File: config.mk
export PLATFORM = sky130hd
export DESIGN_NAME = pipe_ctrl
export DESIGN_NICKNAME = d
export VERILOG_FILES = /design/src/rtl/pipe_ctrl.sv
export SDC_FILE = /design/constraint.sdc
export NUM_CORES = 1
export LEC_CHECK = 0
export CORE_MARGIN = 2
export CORE_UTILIZATION = 51
export CTS_BUF_LIST = sky130_fd_sc_hd__clkbuf_16
export DETAILED_ROUTE_END_ITERATION = 8
export PLACE_DENSITY = 0.81
export SLEW_MARGIN = 20
export SYNTH_ARGS = -nofsm -noshare
export SYNTH_HDL_FRONTEND = slang
export SYNTH_SLANG_ARGS = --single-unit
File: constraint.sdc
create_clock -name clk -period 2.9 [get_ports clk]
set_input_delay 0.435 -clock clk [delete_from_list [all_inputs] [get_ports clk]]
set_output_delay 0.435 -clock clk [all_outputs]
set_load 0.01 [all_outputs]
File: src/rtl/pipe_ctrl.sv
// pipe_ctrl: hazard and stall controller for a five-stage in-order pipeline.
//
// Decides each cycle, with zero latency, which stage registers load, which
// load a bubble, and whether the PC advances. A small IDLE/WAIT FSM follows
// outstanding data-memory accesses. It reports an abandoned access, through
// a one-cycle pulse, and an over-long wait, through a sticky flag.
//
// Ports
//   clk, rst                   core clock, async active-high reset
//   id_rs1_idx/id_rs2_idx      ID source register indices
//   id_rs1_ren/id_rs2_ren      ID source actually read
//   ex_rd_idx, ex_is_load      EX destination / EX holds a load
//   ex_redirect                EX taken branch/jump
//   mem_req, mem_ready         MEM access present / memory response valid
//   wb_trap                    WB commits trap or mret
//   pc_wen, *_wen              PC and stage register write enables
//   *_flush                    stage register loads a bubble at next edge
//   mem_abort                  pulse: outstanding access abandoned by a trap
//   mem_timeout                sticky: a wait exceeded MEM_TIMEOUT cycles
//   stall_cnt                  cycles with pc_wen = 0 (wraps)
module pipe_ctrl #(
   parameter int unsigned MEM_TIMEOUT = 255
) (
   input  logic        clk,
   input  logic        rst,
   input  logic [4:0]  id_rs1_idx,
   input  logic [4:0]  id_rs2_idx,
   input  logic        id_rs1_ren,
   input  logic        id_rs2_ren,
   input  logic [4:0]  ex_rd_idx,
   input  logic        ex_is_load,
   input  logic        ex_redirect,
   input  logic        mem_req,
   input  logic        mem_ready,
   input  logic        wb_trap,
   output logic        pc_wen,
   output logic        if_id_wen,
   output logic        id_ex_wen,
   output logic        ex_mem_wen,
   output logic        mem_wb_wen,
   output logic        if_id_flush,
   output logic        id_ex_flush,
   output logic        ex_mem_flush,
   output logic        mem_wb_flush,
   output logic        mem_abort,
   output logic        mem_timeout,
   output logic [31:0] stall_cnt
);

   typedef enum logic {S_IDLE, S_WAIT} state_t;

   state_t      state, state_nx;
   logic [15:0] wait_cnt;
   logic [15:0] cnt_inc;
   logic        mem_stall;
   logic        load_use;
   logic        timeout_hit;

   // The stall depends only on the inputs, so a response that arrives in the
   // same cycle as the request never costs a cycle.
   assign mem_stall = mem_req & ~mem_ready & ~wb_trap;

   assign load_use = ex_is_load & (ex_rd_idx != 5'd0) &
                     ((id_rs1_ren & (id_rs1_idx == ex_rd_idx)) |
                      (id_rs2_ren & (id_rs2_idx == ex_rd_idx)));

   assign cnt_inc = (wait_cnt == 16'hFFFF) ? wait_cnt : wait_cnt + 16'd1;

   // The flag is raised on the edge that completes the MEM_TIMEOUT-th wait
   // cycle, but only when the FSM stays in WAIT.
   assign timeout_hit = (state == S_WAIT) && (state_nx == S_WAIT) &&
                        (32'(cnt_inc) == MEM_TIMEOUT);

   always_comb begin
      state_nx     = state;
      pc_wen       = 1'b1;
      if_id_wen    = 1'b1;
      id_ex_wen    = 1'b1;
      ex_mem_wen   = 1'b1;
      mem_wb_wen   = 1'b1;
      if_id_flush  = 1'b0;
      id_ex_flush  = 1'b0;
      ex_mem_flush = 1'b0;
      mem_wb_flush = 1'b0;

      unique case (state)
         S_IDLE: if (mem_stall)             state_nx = S_WAIT;
         S_WAIT: if (mem_ready || wb_trap)  state_nx = S_IDLE;
         default:                           state_nx = S_IDLE;
      endcase

      // Priority: trap > memory stall > redirect > load-use > normal.
      // A redirect beats load-use because the dependent ID instruction is
      // squashed anyway.
      if (wb_trap) begin
         if_id_flush  = 1'b1;
         id_ex_flush  = 1'b1;
         ex_mem_flush = 1'b1;
         mem_wb_flush = 1'b1;
      end else if (mem_stall) begin
         pc_wen       = 1'b0;
         if_id_wen    = 1'b0;
         id_ex_wen    = 1'b0;
         ex_mem_wen   = 1'b0;
         mem_wb_flush = 1'b1;
      end else if (ex_redirect) begin
         if_id_flush  = 1'b1;
         id_ex_flush  = 1'b1;
      end else if (load_use) begin
         pc_wen       = 1'b0;
         if_id_wen    = 1'b0;
         id_ex_flush  = 1'b1;
      end
   end

   always_ff @(posedge clk or posedge rst) begin
      if (rst) begin
         state       <= S_IDLE;
         wait_cnt    <= 16'd0;
         mem_abort   <= 1'b0;
         mem_timeout <= 1'b0;
         stall_cnt   <= 32'd0;
      end else begin
         state <= state_nx;
         if (state == S_IDLE && state_nx == S_WAIT)
            wait_cnt <= 16'd0;
         else if (state == S_WAIT)
            wait_cnt <= cnt_inc;
         mem_abort <= (state == S_WAIT) & wb_trap & ~mem_ready;
         if (timeout_hit)
            mem_timeout <= 1'b1;
         if (!pc_wen)
            stall_cnt <= stall_cnt + 32'd1;
      end
   end

endmodule

**Word level (Yosys, flattened, before mapping)**

Cells that the tools add are included.

- Flip-flop bits (word level): 51
- Input bits: 24
- Output and inout bits: 43

- Add/sub/neg operators: 2
- Equality and inequality tests: 4
- Muxes and demuxes: 21
- Bitwise operators: 12
- Reductions and logical operators: 6

Operators by type and width:

| kind | number |
|---|---|
| 2-to-1 mux 16 bit | 3 |
| adder 32 x 1 -> 32 bit (second input constant) | 1 |
| 2-to-1 mux 1 bit | 17 |
| adder 16 x 1 -> 16 bit (second input constant) | 1 |
| == test 16 bit (second input constant) | 1 |
| == test 16 x 8 -> 1 bit (second input constant) | 1 |
| == test 5 bit | 2 |
| AND 1 bit | 8 |
| nonzero test 5 bit | 1 |
| logical AND 1 bit | 3 |
| NOT 1 bit | 3 |
| case mux 1 bit (2 select lines) | 1 |
| nonzero test 2 bit | 1 |
| logical OR 1 bit | 1 |
| bitwise OR 1 bit | 1 |

**Logic depth before layout (Yosys ltp)**

Gate-level depths: netlist of run 1.

- Depth in word-level cells: 8
- Gate-level depth with buffers: 8
- Mapped depth without buffers: 7

**Worst setup path after synthesis of run 1**

Ideal clock, no wire load.

- Kind: input port to output port
- Start: input port ex_rd_idx[1]
- End: output port pc_wen
- Arrival: 1,847 ps
- Required time: 2,465 ps
- Setup slack: 618 ps
- Stages: 7
- Buffers on the path: 2
- Cell sequence: or4_1 -> o21a_1 -> and2_1 -> a21o_1 -> buf_2 -> inv_2 -> buf_4

- Longest elaborated chain between the ends: 8

RTL lines:

| item | RTL line | text |
|---|---|---|
| start, declared | 30 | `input logic [4:0] ex_rd_idx,` |
| == test 5 bit (on tied branches) | 64, 65 |  |
| AND 1 bit (on tied branches) | 64, 65 |  |
| bitwise OR 1 bit | 64 | `((id_rs1_ren & (id_rs1_idx == ex_rd_idx)) \|` |
| AND 1 bit (*) | 63 | `assign load_use = ex_is_load & (ex_rd_idx != 5'd0) &` |
| 2-to-1 mux 1 bit (*) (4 in a row) | - |  |
| end, declared | 36 | `output logic pc_wen,` |

Mark *: on every way between the ends. The rest lies on a longest branch, timed or not.

**Worst setup path in the final report of run 1**

- Start: input port ex_rd_idx[1]
- End: output port id_ex_flush

- Longest elaborated chain between the ends: 8

RTL lines:

| item | RTL line | text |
|---|---|---|
| == test 5 bit (on tied branches) | 64, 65 |  |
| AND 1 bit (on tied branches) | 64, 65 |  |
| bitwise OR 1 bit | 64 |  |
| AND 1 bit (*) | 63 |  |
| 2-to-1 mux 1 bit (*) | 109 | `end else if (load_use) begin` |
| 2-to-1 mux 1 bit (*) | 106 | `end else if (ex_redirect) begin` |
| 2-to-1 mux 1 bit (*) | 100 | `end else if (mem_stall) begin` |
| 2-to-1 mux 1 bit (*) | 95 | `if (wb_trap) begin` |
| end, declared | 42 | `output logic id_ex_flush,` |

Marked as above.

==> metrics.md, run 1 <==
| Metric | Value |
|---|---|
| Run status | `finished clean` |
| CTS Buf Count | `5` |
| Startpoint Class | `primary input` |
| Ratio of cells with drive above 1 in the final layout | `10.00%` |
| Post-CTS Setup Repair Bufs | `0` |
| Ant. Diodes | `0` |
| Post-synthesis area per instance | `9.335 µm²` |
| Worst skew pair latency | `0.29 ns` |
| Post-route clock period utilization | `95.92%` |
| Synthesized area | `2978 µm²` |
| CTS clk-pin slew, worst paths | `0.07 ns` |
| Grt total ovfl | `0` |
| Top cell type's share of synthesized area | `42.86%` |
| Rel. slew slack | `56.24%` |
| Mux contribution to synthesized area | `1.681%` |
| Number of top-level pins | `67` |
| Drt pass-1 iters | `4` |
| Synth top area cells | `dfrtp_1 (43%), xnor2_1 (11%), nand4_1 (4.8%)` |
| Die area | `6466 µm²` |
| Critical path capture point type | `output pin` |
| WS Path Type | `primary input to output pin` |
| Worst Path Required | `2.47 ns` |
| FMAX | `359.5 MHz` |
| Core area | `5574 µm²` |
| Syn Nets | `345` |
| CTS max path bufs | `2` |
| Synth Register Bits | `51` |
| Simple-gate share of the synthesized area | `23.99%` |
| Routed length per instance | `15.76 µm` |
| XOR/XNOR share of the synthesized area | `13.24%` |
| H-tree lvl count | `2` |
| Setup Skew | `0.006258 ns` |
| Number of synthesized flops with an enable pin | `0` |
| Initial antenna violation count | `0` |
| Cells after DPL | `454` |
| Dpl hpwl | `5156 µm` |
| Die W | `80.41 µm` |
| Final Max Tran Viols | `0` |
| Post-synthesis compound-gate area fraction | `12.23%` |
| # port buffers | `65` |
| Peak VDD IR | `0.0003523 V` |
| Most frequent cells in the layout | `clkdlybuf4s50_1 (63), dfrtp_1 (51), xnor2_1 (39)` |
| Sequential share of the synthesized area | `42.86%` |
| Vias/cell | `5.740` |
| Final min period | `2.782 ns` |
| Worst reg2reg setup slack | `0.52 ns` |
| Largest net degree at the start of global routing | `52` |
| Hold crit path type | `register to register` |
| Clk sinks | `51` |
| WL final | `7282 µm` |
| Arrival @ worst endpoint | `2.35 ns` |
| Final hold violations | `0` |
| Worst-Margin Slew | `0.6521 ns` |
| Fin nets | `415` |
| Most common cell after layout, fill and taps aside | `clkdlybuf4s50_1` |
| Total of max-cap violations | `0` |
| First-pass GRT wire length | `12380 µm` |
| DRC Markers | `0` |
| Post-synth cell types | `51` |
| Initial cell density of the core | `53.42%` |
| Largest area contributor in the netlist | `dfrtp_1` |
| Clock tree from TritonCTS | `done` |
| Die height | `80.41 µm` |
| Pwr dens | `462.7 nW/µm²` |
| P_leak | `1.623 nW` |
| GPL Wtd Cong | `0.8805` |
| Vias in the first global route | `2574` |
| Syn Inst Count | `319` |
| First DRT Iteration DRCs | `176` |
| Final Setup Violations | `0` |
| Post-synth top flop | `dfrtp_1` |
| Largest family of logic cells by synthesized area | `simple AND/OR/NAND/NOR gates` |
| CTS Root Cell | `clkbuf_16` |
| CP max FO | `2` |
| Design Power | `1.806 mW` |
| Vias | `2652` |
| Ys Warns | `0` |
| Post-synth ARST share | `100.0%` |
| Overall global routing resource usage | `24.46%` |
| Post-route ant nets | `0` |
| Synth Area in Adders | `0.8403%` |
| Area Growth Syn to Fin | `31.09%` |
| Post-DP Area | `3734 µm²` |
| RSZ-0062 raised after global routing | `false` |
| Fin area | `3904 µm²` |
| Site row count | `27` |
| Final cell count without fillers | `462` |
==> where the power goes <==
part	internal [mW]	leakage, nW	switching (mW)
Clock	0.412	0.0844	0.272
Combinational	0.165	0.847	0.139
Sequential	0.753	0.692	0.0652
==> critical path, stage by stage <==
cell,delay (ns)
clkdlybuf4s50_1,0.43
or4_1,0.52
o21a_1,0.19
buf_4,0.13
nand2_1,0.05
o21ai_1,0.08
clkdlybuf4s50_1,0.49
==> registers in the layout, indices dropped and copies added, names as in the netlist <==
| signal | count |
|---|---|
| stall_cnt | 32 |
| wait_cnt | 16 |
| mem_abort | 1 |
| mem_timeout | 1 |
| state | 1 |
==> logic make-up (layout without fill, tap and decap cells) <==
group / count (synthesis) / in the layout
AND/OR/NAND/NOR: 129 / 129
XOR/XNOR: 45 / 45
other: 1 / 1
adder cells (fa/ha/maj): 2 / 2
flip-flops: 51 / 51
multiplexers: 5 / 5
AO/OA/AOI/OAI: 56 / 56
buffers and inverters: 30 / 101
==> layer usage <==
layer | track usage [%] | up-vias | wire [µm]
met3 | 4.157 | 10 | 340
met2 | 41.25 | 72 | 3696
li1 | - | 1282 | -
met5 | 0 | - | 0
met4 | 6.949 | 0 | 87
met1 | 32.39 | 1288 | 3158
==> synthesized netlist by cell type, types with 7 or more instances <==
cell type  number
dfrtp_1        51
xnor2_1        39
nand2_1        29
nand4_1        23
nand3_1        18
nor2_1         14
a21oi_1        12
o21ai_0        12
inv_1          11
and3_1          8
nor3_1          8
a31oi_1         7
==> timing repair <==
item | CTS | global route
hold buffers | 0 | 0
resized for setup | 2 | 1
setup endpoints to repair | 2 | 1
==> layout make-up <==
class / count / area, µm²
inverter: 12 / 45.04
clock inverter: 3 / 47.55
multi-input combinational: 238 / 1551
tap: 72 / 90.09
timing repair buffer: 81 / 768.2
clock buffer: 5 / 125.1
sequential: 51 / 1276
fill: 434 / 1670
==> per-stage QoR <==
stage	setup TNS (ns)	util [%]	hold WS [ns]	setup slack (ns)
2_1_floorplan	0	-	0.4807	0.6182
3_3_place_gp	-0.1438	66.98	0.4623	-0.07211
3_5_place_dp	-0.2259	66.98	0.4660	-0.1198
4_1_cts	0	70.03	0.4819	0.03051
5_1_grt	0	70.03	0.4982	0.03963
6_report	0	70.03	0.4776	0.1183
==> path summary, 6_finish.rpt <==
kind	from	end	cells past startpoint
worst max register to register	wait_cnt[0]	mem_timeout	7
max in group asynchronous	rst	wait_cnt[2]	3
worst min register to register	mem_timeout	mem_timeout	1
worst min-delay path	mem_timeout	mem_timeout	1
worst max-delay path	ex_rd_idx[1]	id_ex_flush	7
min in group asynchronous	rst	stall_cnt[7]	3
Power figures use the tool's default switching activity.
==> run 2: changes to the inputs <==
==> constraint.sdc (replaced) <==
create_clock -name clk -period 2.9 [get_ports clk]
set_input_delay 0.58 -clock clk [delete_from_list [all_inputs] [get_ports clk]]
set_output_delay 0.58 -clock clk [all_outputs]
set_load 0.01 [all_outputs]
==> run 2 against run 1 <==
Against the previous run:
- utilization increased by 0.25 points
- die area unchanged
- sequential power increased by 0.6%
- setup slack got worse by 0.022 ns
- non-clock buffer count increased by 4
- first-iteration DRC count increased by 18%
- worst hold slack got worse by 0.0034 ns
- critical endpoint is now pc_wen
- highest routed layer unchanged
==> metrics.md, run 2 (synthesis results as in run 1) <==
| Metric | Value |
|---|---|
| DRC Markers | `0 (unchanged)` |
| Overall global routing resource usage | `25.23% (+0.77 points)` |
| Site row count | `27 (unchanged)` |
| Rel. slew slack | `57.71% (+1.5 points)` |
| Post-route ant nets | `0 (unchanged)` |
| Routed length per instance | `15.87 µm (+0.71%)` |
| Worst skew pair latency | `0.29 ns (about the same)` |
| Pwr dens | `458.7 nW/µm² (-0.86%)` |
| CP max FO | `3 (+1)` |
| H-tree lvl count | `2 (unchanged)` |
| Setup Skew | `0.007472 ns (+0.001213 ns)` |
| CTS Root Cell | `clkbuf_16` |
| FMAX | `356.6 MHz (-0.80%)` |
| Initial cell density of the core | `53.42% (unchanged)` |
| Clock tree from TritonCTS | `done` |
| WL final | `7397 µm (+1.6%)` |
| Worst reg2reg setup slack | `0.48 ns (-0.04 ns)` |
| GPL Wtd Cong | `0.8546 (-2.9%)` |
| Worst Path Required | `2.32 ns (-0.15 ns)` |
| Register share of total power | `45.8% (+0.5 points)` |
| Clk sinks | `51 (unchanged)` |
| Hold_sp | `mem_timeout` |
| Run status | `finished clean` |
| Core area | `5574 µm² (unchanged)` |
| CTS Buf Count | `5 (unchanged)` |
| Comb pwr share | `17.3% (+0.5 points)` |
| Clock Power Share | `36.9% (-1.0 points)` |
| First-pass GRT wire length | `12640 µm (+2.1%)` |
| Hold crit path type | `register to register` |
| Most frequent cells in the layout | `clkdlybuf4s50_1 (60), dfrtp_1 (51), xnor2_1 (39)` |
| Hold EP | `mem_timeout` |
| Max reg flops | `32 (unchanged)` |
| Pre-CTS setup slack | `-0.3551 ns (-0.2353 ns)` |
| Number of top-level pins | `67 (unchanged)` |
| Worst-Margin Slew | `0.6301 ns (-0.02198 ns)` |
| FF-to-FF End | `mem_timeout` |
| # port buffers | `65 (unchanged)` |
| Final hold violations | `0 (unchanged)` |
| Vias | `2673 (+0.79%)` |
| P_int | `1.323 mW (-0.49%)` |
| Arrival @ worst endpoint | `2.22 ns (-0.13 ns)` |
| Ant. Diodes | `0 (unchanged)` |
| Vias in the first global route | `2685 (+4.3%)` |
| Grt total ovfl | `0 (unchanged)` |
| Switching share of power | `26.36% (about the same)` |
| Vias/cell | `5.736 (about the same)` |
| Hold path depth | `1 (unchanged)` |
| Worst hold slack | `0.4742 ns (-0.003364 ns)` |
| RR Startpoint | `wait_cnt[0]` |
| Final Max Tran Viols | `0 (unchanged)` |
| Drt pass-1 iters | `5 (+1)` |
| Die area | `6466 µm² (unchanged)` |
| Post-route clock period utilization | `96.69% (+0.77 points)` |
| CTS max path bufs | `2 (unchanged)` |
| Final TNS setup | `0 ns (unchanged)` |
| Die height | `80.41 µm (unchanged)` |
| Largest net degree at the start of global routing | `28 (-46%)` |
| First DRT Iteration DRCs | `208 (+18%)` |
| Final cell count without fillers | `466 (+0.87%)` |
| WS Path Type | `primary input to output pin` |
| Post-route setup slack | `0.09601 ns (-0.02232 ns)` |
| Initial antenna violation count | `0 (unchanged)` |
| Peak VDD IR | `0.0004273 V (+21%)` |
| Post-layout util | `70.28% (+0.25 points)` |
| Largest regs | `stall_cnt (32), wait_cnt (16)` |
| Final min period | `2.804 ns (+0.02232 ns)` |
| Sw Pwr | `473.6 µW (-0.57%)` |
| RSZ-0062 raised after global routing | `false` |
| Area Growth Syn to Fin | `31.55%` |
| CTS clk-pin slew, worst paths | `0.07 ns (about the same)` |
| R2R cell count | `7 (unchanged)` |
| Total of max-cap violations | `0 (unchanged)` |
| Dpl hpwl | `5316 µm (+3.1%)` |
| Post-CTS Setup Repair Bufs | `0 (unchanged)` |
| Cells after DPL | `458 (+0.88%)` |
| Final Setup Violations | `0 (unchanged)` |
| Most flop-heavy register | `stall_cnt` |
| P_leak | `1.657 nW (+2.1%)` |
| CTS Hold Bufs | `0 (unchanged)` |
| Fin nets | `419 (+0.96%)` |
| Ratio of cells with drive above 1 in the final layout | `11.42% (+1.4 points)` |
| Startpoint Class | `primary input` |
| Critical path capture point type | `output pin` |
| Die W | `80.41 µm (unchanged)` |
| Most common cell after layout, fill and taps aside | `clkdlybuf4s50_1` |
## run 2: what timing repair did
item | in CTS | in global routing
pin swaps | 0 | 2
resized for setup | 4 | 10
setup endpoints to repair | 3 | 3
## run 2: worst max path at each step
stage	from	end	slack [ns]	cells past startpoint
final	ex_rd_idx[3]	pc_wen	0.1	7
after global routing	ex_rd_idx[3]	pc_wen	0.03	7
after CTS	ex_rd_idx[1]	pc_wen	-0.10	7
after detailed placement	ex_rd_idx[1]	pc_wen	-0.36	7
after global placement	ex_rd_idx[1]	if_id_wen	-0.36	7
after floorplan	ex_rd_idx[1]	pc_wen	0.33	7
## run 2: final cells by class
| class | count | area (µm²) |
|---|---|---|
| repair buffers | 85 | 790.8 |
| flip-flops and latches | 51 | 1276 |
| clock buffers | 5 | 125.1 |
| inverters | 12 | 45.04 |
| multi-input cells | 238 | 1551 |
| fillers | 433 | 1657 |
| clock inverters | 3 | 38.79 |
| well taps | 72 | 90.09 |
## run 2: per-stage QoR
step                cell area (µm²)  power [mW]
global route                   3918       1.875
finish                         3918       1.797
detailed placement             3764       1.148
global placement               3764       1.128
floorplan                      2978      0.9689
CTS                            3924       1.808
## run 2: worst max-delay path, cell delays in order
cell,delay (ns)
clkdlybuf4s50_1,0.41
or4_1,0.47
o21a_1,0.21
and2_1,0.17
a21o_1,0.19
inv_2,0.07
buf_2,0.12
## run 2: power groups by stage
stage                     sequential [mW]  combinational [mW]  clock (mW)
after global routing                0.829               0.338       0.708
after floorplan                     0.832               0.136           0
final                               0.823               0.310       0.663
after global placement              0.827               0.301           0
after detailed placement            0.835               0.313           0
after CTS                           0.822               0.314       0.672
## run 2: metal layers
| layer | wire length, µm | track usage, % |
|---|---|---|
| met5 | 0 | 0 |
| met2 | 3626 | 39.92 |
| met1 | 3285 | 33.94 |
| met4 | 121 | 9.492 |
| met3 | 364 | 5.506 |
